$ cat config.mk
export PLATFORM = sky130hd
export DESIGN_NAME = read_data_packer
export DESIGN_NICKNAME = d
export VERILOG_FILES = /design/src/rtl/read_data_packer_pkg.sv /design/src/rtl/rsp_tag_fifo.sv /design/src/rtl/read_data_packer.sv
export SDC_FILE = /design/constraint.sdc
export NUM_CORES = 1
export LEC_CHECK = 0
export BUFFER_PORTS_ARGS = -buffer_cell sky130_fd_sc_hd__buf_2
export CAP_MARGIN = 20
export CELL_PAD_IN_SITES_DETAIL_PLACEMENT = 1
export CELL_PAD_IN_SITES_GLOBAL_PLACEMENT = 1
export CORE_MARGIN = 2
export CORE_UTILIZATION = 38
export DETAILED_ROUTE_END_ITERATION = 8
export PLACE_DENSITY = 0.9
export SYNTH_ARGS = -nofsm -noshare
export SYNTH_HDL_FRONTEND = slang
export SYNTH_SLANG_ARGS = --single-unit
$ cat constraint.sdc
create_clock -name i_clk -period 1.95 [get_ports i_clk]
set_input_delay 0.2925 -clock i_clk [delete_from_list [all_inputs] [get_ports i_clk]]
set_output_delay 0.2925 -clock i_clk [all_outputs]
set_load 0.05 [all_outputs]
$ cat src/rtl/read_data_packer_pkg.sv
// read_data_packer_pkg: shared constants and FSM state type for the read return path.
package read_data_packer_pkg;
   localparam int BACKEND_WORD_SIZE = 32;
   localparam int READ_BEATS        = 4;
   typedef enum logic [1:0] {IDLE, COLLECT, RESP} rd_state_t;
endpackage

$ cat src/rtl/rsp_tag_fifo.sv
// rsp_tag_fifo: small synchronous FIFO of read IDs with extra-MSB pointers for full/empty.
module rsp_tag_fifo #(
   parameter int ID_WIDTH  = 4,
   parameter int TAG_DEPTH = 2
) (
   input  logic                clk,
   input  logic                rst,
   input  logic                push,
   input  logic                pop,
   input  logic [ID_WIDTH-1:0] din,
   output logic [ID_WIDTH-1:0] head,
   output logic                full,
   output logic                empty,
   output logic [TAG_DEPTH:0]  count
);
   logic [ID_WIDTH-1:0] mem [2**TAG_DEPTH];
   logic [TAG_DEPTH:0]  wr_ptr, rd_ptr;
   logic                wr_en, rd_en;
   assign wr_en = push && !full;
   assign rd_en = pop && !empty;
   assign count = wr_ptr - rd_ptr;
   assign empty = wr_ptr == rd_ptr;
   assign full  = (wr_ptr[TAG_DEPTH] != rd_ptr[TAG_DEPTH]) &&
                  (wr_ptr[TAG_DEPTH-1:0] == rd_ptr[TAG_DEPTH-1:0]);
   assign head  = mem[rd_ptr[TAG_DEPTH-1:0]];
   always_ff @(posedge clk) begin
      if (rst) begin
         wr_ptr <= '0;
         rd_ptr <= '0;
      end else begin
         if (wr_en) wr_ptr <= wr_ptr + 1'b1;
         if (rd_en) rd_ptr <= rd_ptr + 1'b1;
      end
   end
   always_ff @(posedge clk) if (wr_en) mem[wr_ptr[TAG_DEPTH-1:0]] <= din;
endmodule

$ cat src/rtl/read_data_packer.sv
// read_data_packer: packs BEATS backend read words into one frontend response tagged
// with the read ID queued by the command path, returned over valid/ready.
module read_data_packer import read_data_packer_pkg::*; #(
   parameter int DATA_WIDTH = BACKEND_WORD_SIZE,
   parameter int BEATS      = READ_BEATS,
   parameter int ID_WIDTH   = 4,
   parameter int TAG_DEPTH  = 2
) (
   input  logic                        i_clk,
   input  logic                        i_rst,
   input  logic                        i_req_valid,
   input  logic [ID_WIDTH-1:0]         i_req_id,
   output logic                        o_req_ready,
   input  logic [DATA_WIDTH-1:0]       i_fifo_data,
   input  logic                        i_fifo_empty,
   output logic                        o_fifo_rd_en,
   output logic                        o_rsp_valid,
   output logic [BEATS*DATA_WIDTH-1:0] o_rsp_data,
   output logic [ID_WIDTH-1:0]         o_rsp_id,
   input  logic                        i_rsp_ready,
   output logic                        o_busy
);
   localparam int CW = $clog2(BEATS);
   localparam logic [TAG_DEPTH:0] ONE_TAG = 1;
   rd_state_t                          state, state_nxt;
   logic [CW-1:0]                      beat_cnt;
   logic [BEATS-1:0][DATA_WIDTH-1:0]   pack;
   logic [ID_WIDTH-1:0]                tag_head;
   logic [TAG_DEPTH:0]                 tag_count;
   logic                               tag_full, tag_empty, push, hs;

   assign o_req_ready = !tag_full;
   assign push        = i_req_valid && o_req_ready;
   assign hs          = o_rsp_valid && i_rsp_ready;

   rsp_tag_fifo #(.ID_WIDTH(ID_WIDTH), .TAG_DEPTH(TAG_DEPTH)) u_tag_fifo (
      .clk   (i_clk),
      .rst   (i_rst),
      .push  (push),
      .pop   (hs),
      .din   (i_req_id),
      .head  (tag_head),
      .full  (tag_full),
      .empty (tag_empty),
      .count (tag_count)
   );

   always_ff @(posedge i_clk) begin
      if (i_rst) state <= IDLE;
      else       state <= state_nxt;
   end

   always_comb begin
      state_nxt = state;
      unique case (state)
         IDLE:    state_nxt = tag_empty ? IDLE : COLLECT;
         COLLECT: state_nxt = (o_fifo_rd_en && beat_cnt == CW'(BEATS-1)) ? RESP : COLLECT;
         // a push landing on the last handshake keeps the pipeline collecting
         RESP:    state_nxt = !i_rsp_ready ? RESP : (tag_count != ONE_TAG || push) ? COLLECT : IDLE;
         default: state_nxt = IDLE;
      endcase
   end

   always_comb begin
      o_fifo_rd_en = state == COLLECT && !i_fifo_empty;
      o_rsp_valid  = state == RESP;
      o_rsp_id     = o_rsp_valid ? tag_head : '0;
      o_rsp_data   = pack;
      o_busy       = state != IDLE || !tag_empty;
   end

   always_ff @(posedge i_clk) begin
      if (i_rst) begin
         beat_cnt <= '0;
         pack     <= '0;
      end else if (o_fifo_rd_en) begin
         pack[beat_cnt] <= i_fifo_data;
         beat_cnt       <= beat_cnt + 1'b1;
      end
   end
endmodule
==> summary.md <==
| Metric | Value |
|---|---|
| Post-Layout Cell Count | `1067` |
| Average wire per standard cell | `17.7 microns` |
| Via/cell ratio | `5.01` |
| Via count of the first global-routing pass | `5520` |
| Comb power frac | `9.5%` |
| GPL Wtd Cong | `0.785` |
| Seq/Total Area, Yosys | `54.6%` |
| Maximum vdd drop | `568 uV` |
| Synth Area in Simple Gates | `21.0%` |
| #FFs+latches synth | `156` |
| Slew headroom | `65.3%` |
| Setup CP Type | `reg2out` |
| Netlist cell types | `37` |
| CTS root buf | `clkbuf_16` |
| Initial antenna violation count | `0` |
| CP arrival | `1.67 ns` |
| CTS tree | `built` |
| Failing checks | `setup timing` |
| Cell Pwr Density | `916 nW/um^2` |
| CTS Buf Count | `17` |
| Largest family of logic cells by synthesized area | `simple AND/OR/NAND/NOR gates` |
| Worst Hold Class | `in2reg` |
| DP Cell Count | `1033` |
| CP max-delay cell | `mux4_2` |
| Worst Path Required | `1.66 ns` |
| Critical path buffers and inverters | `1` |
| Die H | `130 microns` |
| # rows | `45` |
| Syn Area/Cell | `8.89 sq um` |
| Synthesized Nets | `730` |
| Port Buffer Count | `176` |
| Final Critical Period | `1.97 ns` |
| First-pass GRT wire length | `28800 microns` |
| Seq pwr share | `47.6%` |
| Max-slew violation count | `0` |
| Die W | `130 microns` |
| IO Pins | `177` |
| Layout cells sized above 1 | `30.4%` |
| Synth-to-Final Area Change | `27.6%` |
| Most common cell after layout, fill and taps aside | `nand2_1` |
| Worst-path clk slew | `0.06 ns` |
| Via count | `5346` |
| Syn. warnings | `0` |
| Leakage | `0.00320 uW` |
| Antenna cells | `0` |
| Setup total negative slack | `-0.0224 ns` |
| Register area | `3300 sq um` |
| RSZ-0062 raised after global routing | `true` |
| Starting DRT DRC Count | `248` |
| Total chip power | `7040 uW` |
| First drt pass iteration count | `4` |
| All-Layer GR Usage | `22.3%` |
| Synth Area in Compound Gates | `11.9%` |
| Area contributors post-synth | `dfxtp_1, nand2_1, a21oi_1` |
| Hold buffers post-CTS | `0` |
| Post-synthesis cell area | `6020 sq um` |
| Final period util | `101%` |
| Crit. End Element | `primary output` |
| Post-route ant nets | `0` |
| Adder-cell area share of the yosys netlist | `2.62%` |
| Clock power frac | `42.9%` |
| Worst Hold Margin | `0.0974 ns` |
| Commonest non-fill, non-tap cells in the layout | `nand2_1, buf_2, dfxtp_1` |
| Pre-CTS setup slack | `-0.00833 ns` |
| Post-synthesis xor/xnor area fraction | `0.437%` |
| Worst path top cell family by delay | `multiplexers` |
| Max cap viols | `0` |
| Skew final | `0.00702 ns` |
| Largest net degree at the start of global routing | `71` |
| Switch share | `26.1%` |
| Core ar. | `15300 sq um` |
| Post-Route WL | `18900 microns` |
| Worst-path cell chain | `mux4_2 > nor2b_4 > buf_6` |
| Synth top area share | `46.6%` |
| Largest area contributor in the netlist | `dfxtp_1` |
| Grt total ovfl | `0` |
| Drt drc | `0` |
| Worst setup SP type | `register` |
| Multiplexer share of the synthesized area | `2.83%` |
| Worst skew pair latency | `0.42 ns` |
| Post-Synthesis Cells | `677` |
| Worst Tran Pin Value | `0.517 ns` |
| Fillers | `1872` |
| Starting Density | `39.3%` |
| Htree depth | `4` |
| Critical-path maximum fanout | `4` |
| CTS Buffer Depth | `2` |
| Max Clk Rate | `508 MHz` |
| Status | `complete, but fails checks` |
| Sink Count | `156` |
| Multi-input logic area | `2430 sq um` |
| Layout Nets | `897` |
| Final Hold Fails | `0` |
| Setup WS post-layout | `-0.0170 ns` |
| NetSw | `1840 uW` |
| Die area | `16900 sq um` |
| Max incr delay on CP | `0.54 ns` |
| Setup violators final | `2` |
| Detailed Place HPWL | `12700 microns` |
| Internal power | `5200 uW` |
-- metal layers --
metal	global-route usage, %	up-vias	share of wire [%]
li1	-	2548	-
met4	6.96	0	1.3
met5	0	-	0
met3	6.85	21	6.4
met2	39.6	160	51
met1	25.8	2617	41
-- area by class of cell --
| cell class | count | share of cell area, % |
|---|---|---|
| multi-input combinational | 463 | 31.6 |
| tap | 211 | 3.44 |
| clock inverter | 10 | 0.880 |
| inverter | 8 | 0.424 |
| sequential | 156 | 43.0 |
| clock buffer | 21 | 6.01 |
| timing repair buffer | 198 | 14.6 |
-- through the flow --
step | area [sq um] | utilization (%)
4_1_cts | 7610 | 49.7
5_1_grt | 7680 | 50.1
3_5_place_dp | 7000 | 45.7
2_1_floorplan | 6020 | -
6_report | 7680 | 50.1
3_3_place_gp | 7000 | 45.7
-- cells by family (layout without fill, tap and decap cells) --
| kind of cell | Yosys count | count (layout) |
|---|---|---|
| AOI/OAI and AO/OA | 138 | 138 |
| xor gates and xnor gates | 3 | 3 |
| adders and majority gates | 12 | 12 |
| buffers and inverters | 58 | 237 |
| DFF | 156 | 156 |
| muxes | 11 | 11 |
| and+or+nand+nor | 299 | 299 |
-- power by group through the flow --
stage / Clock, uW / Combinational, uW / Sequential (uW)
finish: 3020 / 666 / 3350
global route: 3220 / 711 / 3360
CTS: 3060 / 638 / 3350
detailed placement: 0 / 614 / 3420
global placement: 0 / 597 / 3420
floorplan: 0 / 257 / 3560
-- path summary, 6_finish.rpt --
kind / startpoint / endpoint / slack [ns] / cells after the start
setup reg to reg: u_tag_fifo.wr_ptr[1]$_SDFFE_PP0P_ / state[0]$_SDFF_PP0_ / 0.06 / 5
setup / recovery: register / o_rsp_id[2] / -0.02 / 3
hold reg to reg: o_rsp_data[57]$_SDFFE_PP0P_ / o_rsp_data[57]$_SDFFE_PP0P_ / 0.45 / 2
hold / removal: i_req_id[3] / u_tag_fifo.mem[2][3]$_DFFE_PP_ / 0.1 / 1
-- timing repair --
action	4_1_cts	5_1_grt
pin swaps	1	2
setup buffers	1	2
gates resized for setup	23	16
setup endpoints to repair	10	12
-- Yosys cell counts --
master	n
nor3_1	3
ha_1	11
buf_1	2
fa_1	1
a21oi_1	130
xnor2_1	2
mux2_4	1
nor4b_1	1
o31ai_1	1
buf_4	8
nor2_1	7
a211o_1	2
clkbuf_1	15
nand4bb_1	4
and2_1	5
edfxtp_1	16
o2111ai_1	1
mux2_2	4
and4bb_1	4
nand2b_1	3
dfxtp_1	140
nand2_1	262
mux4_2	4
nor2b_1	6
nand3b_4	1
buf_6	19
o21ai_0	1
inv_1	8
nor3b_2	1
buf_2	6
or2b_1	1
xor2_1	1
o32ai_1	1
a221oi_1	1
a21boi_1	1
mux2i_1	2
nor4bb_1	1
-- registers in the layout, indices dropped and copies added (netlist names), named ones only --
register and cells:
u_tag_fifo.wr_ptr 3, u_tag_fifo.mem 16, o_rsp_data 128, beat_cnt 2
state 2, u_tag_fifo.rd_ptr 3
No activity file was read; power rests on OpenSTA's default activity.
